===== src/rtl/imem_boot_loader_pkg.sv =====
// Shared definitions for the instruction-memory boot loader: FSM encoding and header field sizes.
package imem_boot_loader_pkg;

    typedef enum logic [2:0] {
        ST_HDR_PC  = 3'd0,
        ST_HDR_CNT = 3'd1,
        ST_DATA    = 3'd2,
        ST_RUN     = 3'd3,
        ST_ERR     = 3'd4
    } state_t;

    localparam int PC_BYTES   = 8;
    localparam int CNT_BYTES  = 4;
    localparam int WORD_BYTES = 4;

endpackage


===== src/rtl/imem_boot_loader_if.sv =====
// Byte stream in, instruction-memory write port out; the loader sits on the slave side.
interface imem_boot_loader_if;
    // Stream: a byte moves on a rising edge where in_valid and in_ready are both high;
    // in_data must hold steady while in_valid is high and in_ready is low.
    logic        in_valid;
    logic        in_ready;
    logic [7:0]  in_data;
    logic        imem_we;
    logic [63:0] imem_addr;
    logic [31:0] imem_wdata;

    modport master (
        output in_valid, in_data,
        input  in_ready, imem_we, imem_addr, imem_wdata
    );

    modport slave (
        input  in_valid, in_data,
        output in_ready, imem_we, imem_addr, imem_wdata
    );
endinterface


===== src/rtl/imem_boot_loader_byte_word_assembler.sv =====
// Little-endian N-byte shift register: each accepted byte enters at the top, so after
// N shifts the first byte sits in the least-significant lane.
module imem_boot_loader_byte_word_assembler #(
    parameter int N_BYTES = 4
) (
    input  logic                   clk,
    input  logic                   resetl,
    input  logic                   clr,
    input  logic                   shift_en,
    input  logic [7:0]             byte_in,
    output logic [8*N_BYTES-1:0]   value,
    output logic [8*N_BYTES-1:0]   value_next,
    output logic                   word_done
);
    localparam int LW = $clog2(N_BYTES);

    logic [LW-1:0] lane;

    assign value_next = {byte_in, value[8*N_BYTES-1:8]};
    assign word_done  = shift_en && (lane == LW'(N_BYTES - 1));

    always_ff @(posedge clk or negedge resetl) begin
        if (!resetl) begin
            value <= '0;
            lane  <= '0;
        end else if (clr) begin
            lane <= '0;
        end else if (shift_en) begin
            value <= value_next;
            lane  <= word_done ? '0 : lane + 1'b1;
        end
    end

endmodule


===== src/rtl/imem_boot_loader.sv =====
// Loads a byte-serial program image into instruction memory, then releases the core's
// reset with the image's entry PC.
module imem_boot_loader
    import imem_boot_loader_pkg::*;
#(
    parameter int MAX_WORDS = 256,
    parameter int CNT_W     = 32
) (
    input  logic                   CLK,
    input  logic                   resetl,
    imem_boot_loader_if.slave      bus,
    input  logic                   reload,
    output logic                   core_resetl,
    output logic [63:0]            core_startpc,
    output logic                   done,
    output logic                   error,
    output state_t                 state_dbg
);
    state_t               state;
    logic                 accept;
    logic [CNT_W-1:0]     idx;
    logic                 we_q;
    logic [63:0]          addr_q;
    logic [31:0]          wdata_q;

    logic                 pc_done, cnt_done, word_done;
    logic [63:0]          unused_pc_next;
    logic [CNT_W-1:0]     cnt_val, cnt_next;
    logic [31:0]          unused_word_val, word_next;

    assign bus.in_ready  = resetl &&
                           (state == ST_HDR_PC || state == ST_HDR_CNT || state == ST_DATA);
    assign accept        = bus.in_valid && bus.in_ready;
    assign bus.imem_we    = we_q;
    assign bus.imem_addr  = addr_q;
    assign bus.imem_wdata = wdata_q;
    assign state_dbg      = state;

    // The PC field register doubles as core_startpc; it only shifts while the core is held.
    imem_boot_loader_byte_word_assembler #(.N_BYTES(PC_BYTES)) u_pc (
        .clk(CLK), .resetl(resetl), .clr(state != ST_HDR_PC),
        .shift_en(accept && state == ST_HDR_PC), .byte_in(bus.in_data),
        .value(core_startpc), .value_next(unused_pc_next), .word_done(pc_done)
    );

    imem_boot_loader_byte_word_assembler #(.N_BYTES(CNT_BYTES)) u_cnt (
        .clk(CLK), .resetl(resetl), .clr(state != ST_HDR_CNT),
        .shift_en(accept && state == ST_HDR_CNT), .byte_in(bus.in_data),
        .value(cnt_val), .value_next(cnt_next), .word_done(cnt_done)
    );

    imem_boot_loader_byte_word_assembler #(.N_BYTES(WORD_BYTES)) u_word (
        .clk(CLK), .resetl(resetl), .clr(state != ST_DATA),
        .shift_en(accept && state == ST_DATA), .byte_in(bus.in_data),
        .value(unused_word_val), .value_next(word_next), .word_done(word_done)
    );

    always_ff @(posedge CLK or negedge resetl) begin
        if (!resetl) begin
            state       <= ST_HDR_PC;
            idx         <= '0;
            we_q        <= 1'b0;
            addr_q      <= '0;
            wdata_q     <= '0;
            core_resetl <= 1'b0;
            done        <= 1'b0;
            error       <= 1'b0;
        end else begin
            we_q <= 1'b0;
            case (state)
                ST_HDR_PC: begin
                    if (pc_done) state <= ST_HDR_CNT;
                end
                ST_HDR_CNT: begin
                    if (cnt_done) begin
                        idx <= '0;
                        if (cnt_next > CNT_W'(MAX_WORDS)) begin
                            state <= ST_ERR;
                            error <= 1'b1;
                        end else if (cnt_next == '0) begin
                            state       <= ST_RUN;
                            core_resetl <= 1'b1;
                            done        <= 1'b1;
                        end else begin
                            state <= ST_DATA;
                        end
                    end
                end
                ST_DATA: begin
                    if (word_done) begin
                        we_q    <= 1'b1;
                        wdata_q <= word_next;
                        addr_q  <= core_startpc + {{(62 - CNT_W){1'b0}}, idx, 2'b00};
                        idx     <= idx + 1'b1;
                        // Release the core alongside the final write strobe.
                        if (idx + 1'b1 == cnt_val) begin
                            state       <= ST_RUN;
                            core_resetl <= 1'b1;
                            done        <= 1'b1;
                        end
                    end
                end
                ST_RUN: begin
                    if (reload) begin
                        state       <= ST_HDR_PC;
                        core_resetl <= 1'b0;
                        done        <= 1'b0;
                    end
                end
                ST_ERR: begin
                    if (reload) begin
                        state <= ST_HDR_PC;
                        error <= 1'b0;
                    end
                end
                default: state <= ST_HDR_PC;
            endcase
        end
    end

endmodule


===== src/flat_wrapper.sv =====
// flat-port wrapper written by rule: the top's interface ports become plain ports
module imem_boot_loader_flat import imem_boot_loader_pkg::*;
#(
    parameter int MAX_WORDS = 256,
    parameter int CNT_W     = 32
)
  (CLK, resetl, reload, core_resetl, core_startpc, done, error, state_dbg, bus_in_valid, bus_in_data, bus_in_ready, bus_imem_we, bus_imem_addr, bus_imem_wdata);
  imem_boot_loader_if bus_i ();
  input  logic CLK;
  input  logic resetl;
  input  logic reload;
  output logic core_resetl;
  output logic [63:0] core_startpc;
  output logic done;
  output logic error;
  output state_t state_dbg;
  input wire logic [$bits(bus_i.in_valid)-1:0] bus_in_valid;
  input wire logic [$bits(bus_i.in_data)-1:0] bus_in_data;
  output wire logic [$bits(bus_i.in_ready)-1:0] bus_in_ready;
  output wire logic [$bits(bus_i.imem_we)-1:0] bus_imem_we;
  output wire logic [$bits(bus_i.imem_addr)-1:0] bus_imem_addr;
  output wire logic [$bits(bus_i.imem_wdata)-1:0] bus_imem_wdata;
  assign bus_i.in_valid = bus_in_valid;
  assign bus_i.in_data = bus_in_data;
  assign bus_in_ready = bus_i.in_ready;
  assign bus_imem_we = bus_i.imem_we;
  assign bus_imem_addr = bus_i.imem_addr;
  assign bus_imem_wdata = bus_i.imem_wdata;
  imem_boot_loader #(.MAX_WORDS(MAX_WORDS), .CNT_W(CNT_W)) u_core (.CLK(CLK), .resetl(resetl), .bus(bus_i), .reload(reload), .core_resetl(core_resetl), .core_startpc(core_startpc), .done(done), .error(error), .state_dbg(state_dbg));
endmodule

===== config.mk =====
export PLATFORM = sky130hd
export DESIGN_NAME = imem_boot_loader_flat
export DESIGN_NICKNAME = d
export VERILOG_FILES = /design/src/rtl/imem_boot_loader_pkg.sv /design/src/rtl/imem_boot_loader_if.sv /design/src/rtl/imem_boot_loader_byte_word_assembler.sv /design/src/rtl/imem_boot_loader.sv /design/src/flat_wrapper.sv
export SDC_FILE = /design/constraint.sdc
export NUM_CORES = 1
export LEC_CHECK = 0
export ABC_AREA = 0
export ABC_CLOCK_PERIOD_IN_PS = 3000
export BUFFER_PORTS_ARGS = -buffer_cell sky130_fd_sc_hd__buf_2
export CAP_MARGIN = 30
export CORE_ASPECT_RATIO = 1.4
export CORE_UTILIZATION = 45
export DETAILED_ROUTE_END_ITERATION = 10
export PLACE_DENSITY_LB_ADDON = 0.25
export SLEW_MARGIN = 5
export SYNTH_ARGS = -nofsm -noshare
export SYNTH_HDL_FRONTEND = slang
export SYNTH_SLANG_ARGS = --single-unit

===== constraint.sdc =====
create_clock -name CLK -period 3 [get_ports CLK]
set_input_delay 0.6 -clock CLK [delete_from_list [all_inputs] [get_ports CLK]]
set_output_delay 0.6 -clock CLK [all_outputs]
set_load 0.02 [all_outputs]

* Word-level counts from Yosys, hierarchy flattened *
Cells that the tools add are included.

word-level totals
  bits in registers = 269
  bits of input ports = 12
  output and inout bits = 168

cells by class
  add/sub/neg operators = 5
  order comparisons = 1
  equal/unequal tests = 20
  muxes and demuxes = 32
  bitwise logic cells = 3
  reductions and logical operators = 28

operators by type and width
  cell                   number
  $add 64x34->64         1
  $mux 32                2
  $pmux 32 s2            1
  $add 32x1->32 const B  1
  $eq 32x32->1           1
  $gt 32x9->1 const B    1
  $logic_not 32->1       1
  $mux 3                 9
  $ne 2x2->1 const B     9
  $mux 2                 6
  $pmux 3 s4             1
  $mux 1                 11
  $reduce_bool 2->1      5
  $logic_and 1x1->1      8
  $reduce_and 2->1       4
  $reduce_and 7->1       1
  $eq 3x2->1 const B     2
  $eq 3x3->1 const B     2
  $reduce_bool 3->1      2
  $reduce_and 5->1       1
  $add 2x1->2 const B    2
  $eq 2x2->1 const B     2
  $reduce_and 4->1       1
  $add 3x1->3 const B    1
  11 further kinds       14

* Logic depth before layout (Yosys ltp) *
Gate-level depths: netlist of the first run.

  depth after elaboration = 10
  mapped depth = 12
  mapped depth without buffers = 10

* By module *
Synthesis of the first run repeated with hierarchy kept, for this count alone.

second synthesis, totals
  cells, all modules = 1481
  area total of the unflattened synthesis = 15458.6 µm²

by module, submodules not included
  module                                                    times used  cells an instance  area an instance (µm²)  seq. area each (µm²)
  imem_boot_loader                                          1           1047               8733.4                  3353.2
  imem_boot_loader_byte_word_assembler at u_core.u_cnt ...  2           110                1701.6                  850.8
  imem_boot_loader_byte_word_assembler at u_core.u_pc       1           214                3321.9                  1676.6

* Least setup slack after synthesis of the first run *
Ideal clock, no wire load.

  path type = reg-to-reg
  from = register u_core.u_pc.value[16]
  to = register u_core.addr_q[61], in the netlist u_core.bus.imem_addr[61]
  setup time = 124 ps
  arrival = 2775 ps
  data required time = 2876 ps
  path slack = 101 ps
  stages on the path, launching flop included = 13
  path buffers = 3
  period minus slack after synthesis = 2899 ps
  cell sequence = dfrtp_1 > ha_1 > clkbuf_1 > a21o_1 > a31oi_1 > nand3_1 > o311ai_1 > and3_1 > or3b_1 > clkbuf_1 > buf_2 > nor3_1 > o31a_1

on the way
  word-level cells in the longest chain between the ends = 1

RTL lines
  what                      RTL line                                    source
  start: declaration        imem_boot_loader_byte_word_assembler.sv:11  output logic [8*N_BYTES-1:0] value,
  start signal: assignment  imem_boot_loader_byte_word_assembler.sv:29  value <= value_next;
  $add 64x34->64            imem_boot_loader.sv:93                      addr_q <= core_startpc + {{(62 - CNT_W){1'b0}}, idx, 2'b00};
  end signal: assignment    imem_boot_loader.sv:93
  end: declaration          imem_boot_loader.sv:23                      logic [63:0] addr_q;

Every way passes these cells.
A chain may end at the register's enable or synchronous reset.

* Final worst setup path of the first run *
  from = register u_core.idx[2]
  to = register u_core.core_resetl

on the way
  word-level cells in the longest chain between the ends = 4

RTL lines
  what                        RTL line                 source
  start: declaration          imem_boot_loader.sv:21   logic [CNT_W-1:0] idx;
  start signal: assignment    imem_boot_loader.sv:94   idx <= idx + 1'b1;
  $add 32x1->32               imem_boot_loader.sv:96   if (idx + 1'b1 == cnt_val) begin
  $eq 32x32->1                imem_boot_loader.sv:96
  $ne 2x2->1 (no line)        -
  $reduce_and 7->1 (no line)  -
  end signal: assignment      imem_boot_loader.sv:82   core_resetl <= 1'b1;
  end signal: assignment      imem_boot_loader.sv:98   core_resetl <= 1'b1;
  end signal: assignment      imem_boot_loader.sv:106  core_resetl <= 1'b0;
  end: declaration            imem_boot_loader.sv:13   output logic core_resetl,

Every way passes these cells.

==> metrics.yaml, run 1 <==
outcome: "finished clean"
drc: 0
cts.clk_slew.worst_paths_ps: 60
highest_layer: "met4"
synth_edf_count: 0
design_power_total_w: 0.0122
crit_path_start: "u_core.idx[2]$_DFFE_PN0P_"
async_flop_share: 1.00
route.met2.wl_mm: 19.3
grt.total_usage: 0.247
cpPeakStageDelay_ps: 660
synth_cells: 1450
wl_met3_mm: 1.46
finalHoldViolCount: 0
synth-seq-cells: 261
ir_drop_uv: 543
r2r_setup_slack_ps: 110
relSlewSlack: 0.229
cts_root_buffer: "clkbuf_16"
wl_mm: 38.0
start_util: 0.456
layout-drive-gt1-share: 0.274
p_int_w: 0.00775
nNetsFinal: 1768
grt_setup_unrepaired: "false"
netSwitchingFraction: 0.365
grt_pass1_vias: 11400
cts_hold_buffers: 0
p_per_area_mw_per_mm2: 728
drv_cap: 0
ios: 180
die_width_um: 149
syn2layout_area_growth_pct: 22.9
worst_pin_slew_ps: 1160
switching_power_w: 0.00445
cp_data_arrival_time_ps: 3360
grt_max_degree: 179
regToRegEndpoint: "u_core.core_resetl$_DFFE_PN0P_"
seqPwrFrac: 0.398
worstReg2RegStart: "u_core.idx[2]$_DFFE_PN0P_"
clk_path_buf_depth: 3
antenna_cells: 0
cts-buffers-inserted: 27
cts_sinks: 261
crit_path_max_fanout: 7
report.final.slew_viol_count: 0
die-height_um: 208
overflow: 0
antenna_found_initial: 0
grt_pass1_wl_mm: 61.1
final.setup.tns_ps: 0
startpoint_type: "flip-flop"
synth_ff_type: "dfrtp_1"
insertion_delay_ps: 560
crit_slowest_cell: "or4_1"
die-area_sq_mm: 0.0310
wire_per_inst_um: 17.9
final_antenna_net_count: 0
reg2reg_depth: 10
gp_congestion: 0.906
vias: 11700
crit_path_end_kind: "flip-flop"
netlist_area_sq_mm: 0.0136
pwr-share-comb: 0.334
synth_fp_nets: 1500
final_cell_area_sq_mm: 0.0168
io_buffers: 179
fmax_mhz: 346
synth_seq_area_share: 0.479
hpwl_mm: 27.7
setup_viol_count_final: 0
critical-path-top-delay-family: "simple AND/OR/NAND/NOR gates"
finClkSkew_ps: 17.4
synth_area_per_cell_sq_um: 9.41
cpMostUsedCell: "buf_4"
crit_type: "reg2reg"
drt_iter0_drc: 539
drt_first_pass_iters: 5
cp.required_ps: 3470
fp.coreArea_sq_mm: 0.0299
pwr-share-clk: 0.268
path_cells: "buf_4, nand3_2, or4_1, or4b_1, a21oi_1, o221ai_1, nor4_2, buf_4, a31oi_1, nor3_1"
vias_per_cell: 5.49
fillers: 2700
cts_tree: "built"
h-tree-depth: 1
std_cell_rows: 75
wl_met1_mm: 16.3
period_share: 0.963
placed_area_sq_mm: 0.0158
min_period_ps: 2890
fin_ws_ps: 110
cp_num_buf_inv: 2
yosys_warnings: 0
leakagePower_nw: 8.46
dp_slack_ps: -169
hp-class: "in2async"
yosys.cell_types.count: 69
-- cells in the mapped netlist (all sizes together), types with 8 or more instances --
cell type | number | share of area
a31oi | 27 | 0.012
inv | 18 | 0.0050
o31ai | 15 | 0.0083
a21oi | 44 | 0.016
nor2 | 69 | 0.019
and3 | 19 | 0.0087
clkbuf | 65 | 0.018
nand4 | 26 | 0.012
o211ai | 10 | 0.0055
nor3 | 18 | 0.0066
buf | 15 | 0.0050
nand2 | 336 | 0.092
or3 | 18 | 0.0083
nor4 | 15 | 0.0087
o21ai | 128 | 0.047
dfrtp | 261 | 0.48
ha | 37 | 0.034
xor2 | 45 | 0.029
nand3 | 26 | 0.0099
a211oi | 8 | 0.0044
mux2 | 87 | 0.072
a21o | 20 | 0.011
xnor2 | 48 | 0.031
-- worst max-delay path by stage --
| stage | to | slack [ps] | depth (start not counted) |
|---|---|---|---|
| floorplan | u_core.bus.imem_addr[61]$_DFFE_PN0P_ | 100 | 12 |
| global placement | u_core.bus.imem_addr[32]$_DFFE_PN0P_ | -110 | 13 |
| detailed placement | u_core.bus.imem_addr[32]$_DFFE_PN0P_ | -170 | 13 |
| CTS | u_core.bus.imem_addr[57]$_DFFE_PN0P_ | 6 | 10 |
| global route | u_core.bus.imem_addr[57]$_DFFE_PN0P_ | 6 | 11 |
| finish | u_core.core_resetl$_DFFE_PN0P_ | 110 | 10 |
-- power groups by stage --
| stage | clock network (W) | logic, W | registers (W) |
|---|---|---|---|
| finish | 0.00327 | 0.00408 | 0.00486 |
| global route | 0.00348 | 0.00446 | 0.00495 |
| CTS | 0.00336 | 0.00410 | 0.00486 |
| detailed placement | 0 | 0.00408 | 0.00492 |
| global placement | 0 | 0.00405 | 0.00490 |
| floorplan | 0 | 0.00187 | 0.00523 |
-- kinds of logic (layout without fill, tap and decap cells) --
| kind of cell | count (synthesis) | count (layout) | share of synthesized area |
|---|---|---|---|
| AND/OR/NAND/NOR | 573 | 573 | 0.191 |
| AO/OA/AOI/OAI | 292 | 292 | 0.130 |
| flip-flops | 261 | 261 | 0.479 |
| buffers and inverters | 99 | 385 | 0.0282 |
| multiplexers | 94 | 94 | 0.0769 |
| XOR/XNOR | 93 | 93 | 0.0597 |
| adder cells (fa/ha/maj) | 38 | 38 | 0.0354 |
-- state kept, by name, summed over array words and instances, names as in the netlist --
name / cells
u_core.bus.imem_addr: 64
u_core.bus.imem_wdata: 32
u_core.bus.imem_we: 1
u_core.core_resetl: 1
u_core.error: 1
u_core.idx: 32
u_core.state_dbg: 3
u_core.u_cnt.lane: 2
u_core.u_cnt.value: 32
u_core.u_pc.lane: 3
u_core.u_pc.value: 64
u_core.u_word.lane: 2
u_core.u_word.value: 24
-- layer usage --
layer,track usage,up-vias
met1,0.324,5667
met4,0.0785,0
li1,-,5641
met2,0.422,285
met3,0.0276,57
met5,0,-
-- layout make-up --
cell class,count,area (sq um),share of cell area
tap,385,482,0.0287
sequential,261,6530,0.389
clock buffer,37,753,0.0449
multi-input combinational,1090,6830,0.407
timing repair buffer,319,2010,0.120
clock inverter,10,101,0.00604
inverter,19,71.3,0.00425
-- through the flow --
stage / utilization / hold WS [ps] / std cells
2_1_floorplan: - / 304 / 1450
3_3_place_gp: 0.528 / 443 / 2073
4_1_cts: 0.558 / 30.1 / 2120
3_5_place_dp: 0.528 / 452 / 2073
6_report: 0.560 / 49.0 / 2121
5_1_grt: 0.560 / 53.2 / 2121
-- worst register-to-register path, delay by kind of cell, from the launching register on --
kind | cells | cell delay [ps]
AOI/OAI and AO/OA | 3 | 390
buffers and inverters | 2 | 340
DFF | 1 | 380
and+or+nand+nor | 5 | 1700
-- layout by cell type (no fill, tap or decap), types with 17 or more instances in the layout --
cell       synthesis  layout
buf_2              6     178
mux2_2            87      87
xnor2_1           48      48
nand2_1          336     336
a21oi_1           44      41
ha_1              37      36
nor2_1            69      67
buf_4              1     136
and3_1            19      18
nand3_1           25      25
xor2_1            45      45
o21ai_0          128     128
nand4_1           26      26
inv_1             18      18
clkbuf_16          0      27
dfrtp_1          261     261
a21o_1            20      20
a31oi_1           27      25
nor3_1            18      17
or3_1             18      18
-- timing repair --
item,in CTS,in global routing
setup buffers,0,1
cloned,0,0
endpoints found under the setup margin,13,24
gates resized for setup,4,14
pin swaps,0,4
Note: power is estimated with default switching activity, not from simulation.
==> run 2: changes to the inputs <==
- CTS_BUF_LIST: not set -> sky130_fd_sc_hd__clkbuf_8
==> run 2 against run 1 <==
Largest power group unchanged. Non-clock buffer count down 1. Utilization about the same. Sequential cell count unchanged. Sequential share of layout area about the same. Register-to-register slack about the same.
==> metrics.yaml, run 2 (same netlist as run 1, synthesis figures left out) <==
p_int_w: 0.00765
setup_viol_count_final: 0
antenna_found_initial: 0
final_common_cell: "nand2_1"
ios: 180
cpMostUsedCell: "buf_4"
report.final.slew_viol_count: 0
hp-class: "in2async"
pwr-share-comb: 0.336
grt.total_usage: 0.249
leakagePower_nw: 8.51
cpPeakStageDelay_ps: 650
final_cell_mix: "nand2_1, dfrtp_1, buf_2, buf_4, o21ai_0"
start_util: 0.456
r2r_setup_slack_ps: 100
fmax_mhz: 344
outcome: "finished clean"
h-tree-depth: 2
crit_cells: 10
crit_type: "reg2reg"
p_per_area_mw_per_mm2: 722
drt_iter0_drc: 526
post-route-util: 0.561
drt_first_pass_iters: 7
die-area_sq_mm: 0.0310
grt_pass1_vias: 11600
drc: 0
finClkSkew_ps: 60.3
gp_congestion: 0.906
cp_num_buf_inv: 2
period_share: 0.968
hold-worst-slack_ps: 41.6
fp.coreArea_sq_mm: 0.0299
final.setup.tns_ps: 0
fin_cells: 2143
hpwl_mm: 27.7
layout-drive-gt1-share: 0.280
ir_drop_uv: 430
cts.clk_slew.worst_paths_ps: 60
reg2reg_depth: 10
worst_pin_slew_ps: 1050
crit_path_max_fanout: 7
cp_data_arrival_time_ps: 3370
cp.required_ps: 3460
syn2layout_area_growth_pct: 23.0
dp_slack_ps: -169
clk_path_buf_depth: 3
relSlewSlack: 0.298
dp_cells: 2073
wl_mm: 38.0
min_period_ps: 2900
cts_root_buffer: "clkbuf_8"
overflow: 0
final_antenna_net_count: 0
drv_cap: 0
cts_sinks: 261
multi_input_area_sq_mm: 0.00683
nNetsFinal: 1782
seqPwrFrac: 0.402
antenna_cells: 0
crit_path_end_kind: "flip-flop"
critical-path-top-delay-family: "simple AND/OR/NAND/NOR gates"
fillers: 2710
crit_slowest_cell: "or4_1"
die_width_um: 149
cts-buffers-inserted: 42
grt_setup_unrepaired: "false"
insertion_delay_ps: 600
netSwitchingFraction: 0.369
regArea_sq_mm: 0.00653
grt_max_degree: 179
vias_per_cell: 5.45
grt_pass1_wl_mm: 61.1
die-height_um: 208
pwr-share-clk: 0.262
std_cell_rows: 75
cts_tree: "built"
path_cells: "buf_4, nand3_2, or4_1, or4b_1, a21oi_1, o221ai_1, nor4_2, buf_4, a31oi_1, nor3_1"
wire_per_inst_um: 17.7
switching_power_w: 0.00447
finalHoldViolCount: 0
vias: 11700
io_buffers: 179
fin_ws_ps: 97.0
startpoint_type: "flip-flop"
-- run 2: routing by layer --
metal	track usage	vias to the layer above	share of wire
li1	-	5658	-
met4	0.0939	0	0.029
met5	0	-	0
met1	0.318	5647	0.42
met2	0.422	311	0.50
met3	0.0340	70	0.045
-- run 2: what timing repair did --
item | 4_1_cts | 5_1_grt
setup endpoints to repair | 12 | 18
pin swaps | 0 | 1
hold buffers | 0 | 0
gates resized for setup | 3 | 12
buffers inserted | 0 | 0
-- run 2: area by class of cell --
type | count | share of cell area
multi-input combinational | 1090 | 0.407
sequential | 261 | 0.389
timing repair buffer | 318 | 0.119
clock buffer | 52 | 0.0426
tap | 385 | 0.0287
clock inverter | 18 | 0.00902
inverter | 19 | 0.00425
-- run 2: metrics by stage --
stage	instance area [sq um]	power, W
final	16800	0.0121
after global routing	16800	0.0128
after CTS	16700	0.0122
after detailed placement	15800	0.00900
after global placement	15800	0.00895
after floorplan	13600	0.00711
-- run 2: worst paths after layout --
check	startpoint	end
worst max-delay path	u_core.idx[2]$_DFFE_PN0P_	u_core.core_resetl$_DFFE_PN0P_
worst min-delay path	resetl	u_core.bus.imem_addr[1]$_DFFE_PN0P_
worst max register to register	u_core.idx[2]$_DFFE_PN0P_	u_core.core_resetl$_DFFE_PN0P_
worst min register to register	u_core.u_word.value[15]$_DFFE_PN0P_	u_core.bus.imem_wdata[7]$_DFFE_PN0P_
max in group asynchronous	resetl	u_core.u_pc.value[63]$_DFFE_PN0P_
min in group CLK	bus_in_data[0]	u_core.bus.imem_wdata[24]$_DFFE_PN0P_
-- run 2: power groups by stage --
stage,clock [W],combinational [W],sequential (W)
floorplan,0,0.00187,0.00523
global placement,0,0.00405,0.00490
detailed placement,0,0.00408,0.00492
CTS,0.00328,0.00410,0.00486
global route,0.00341,0.00446,0.00495
finish,0.00317,0.00408,0.00486
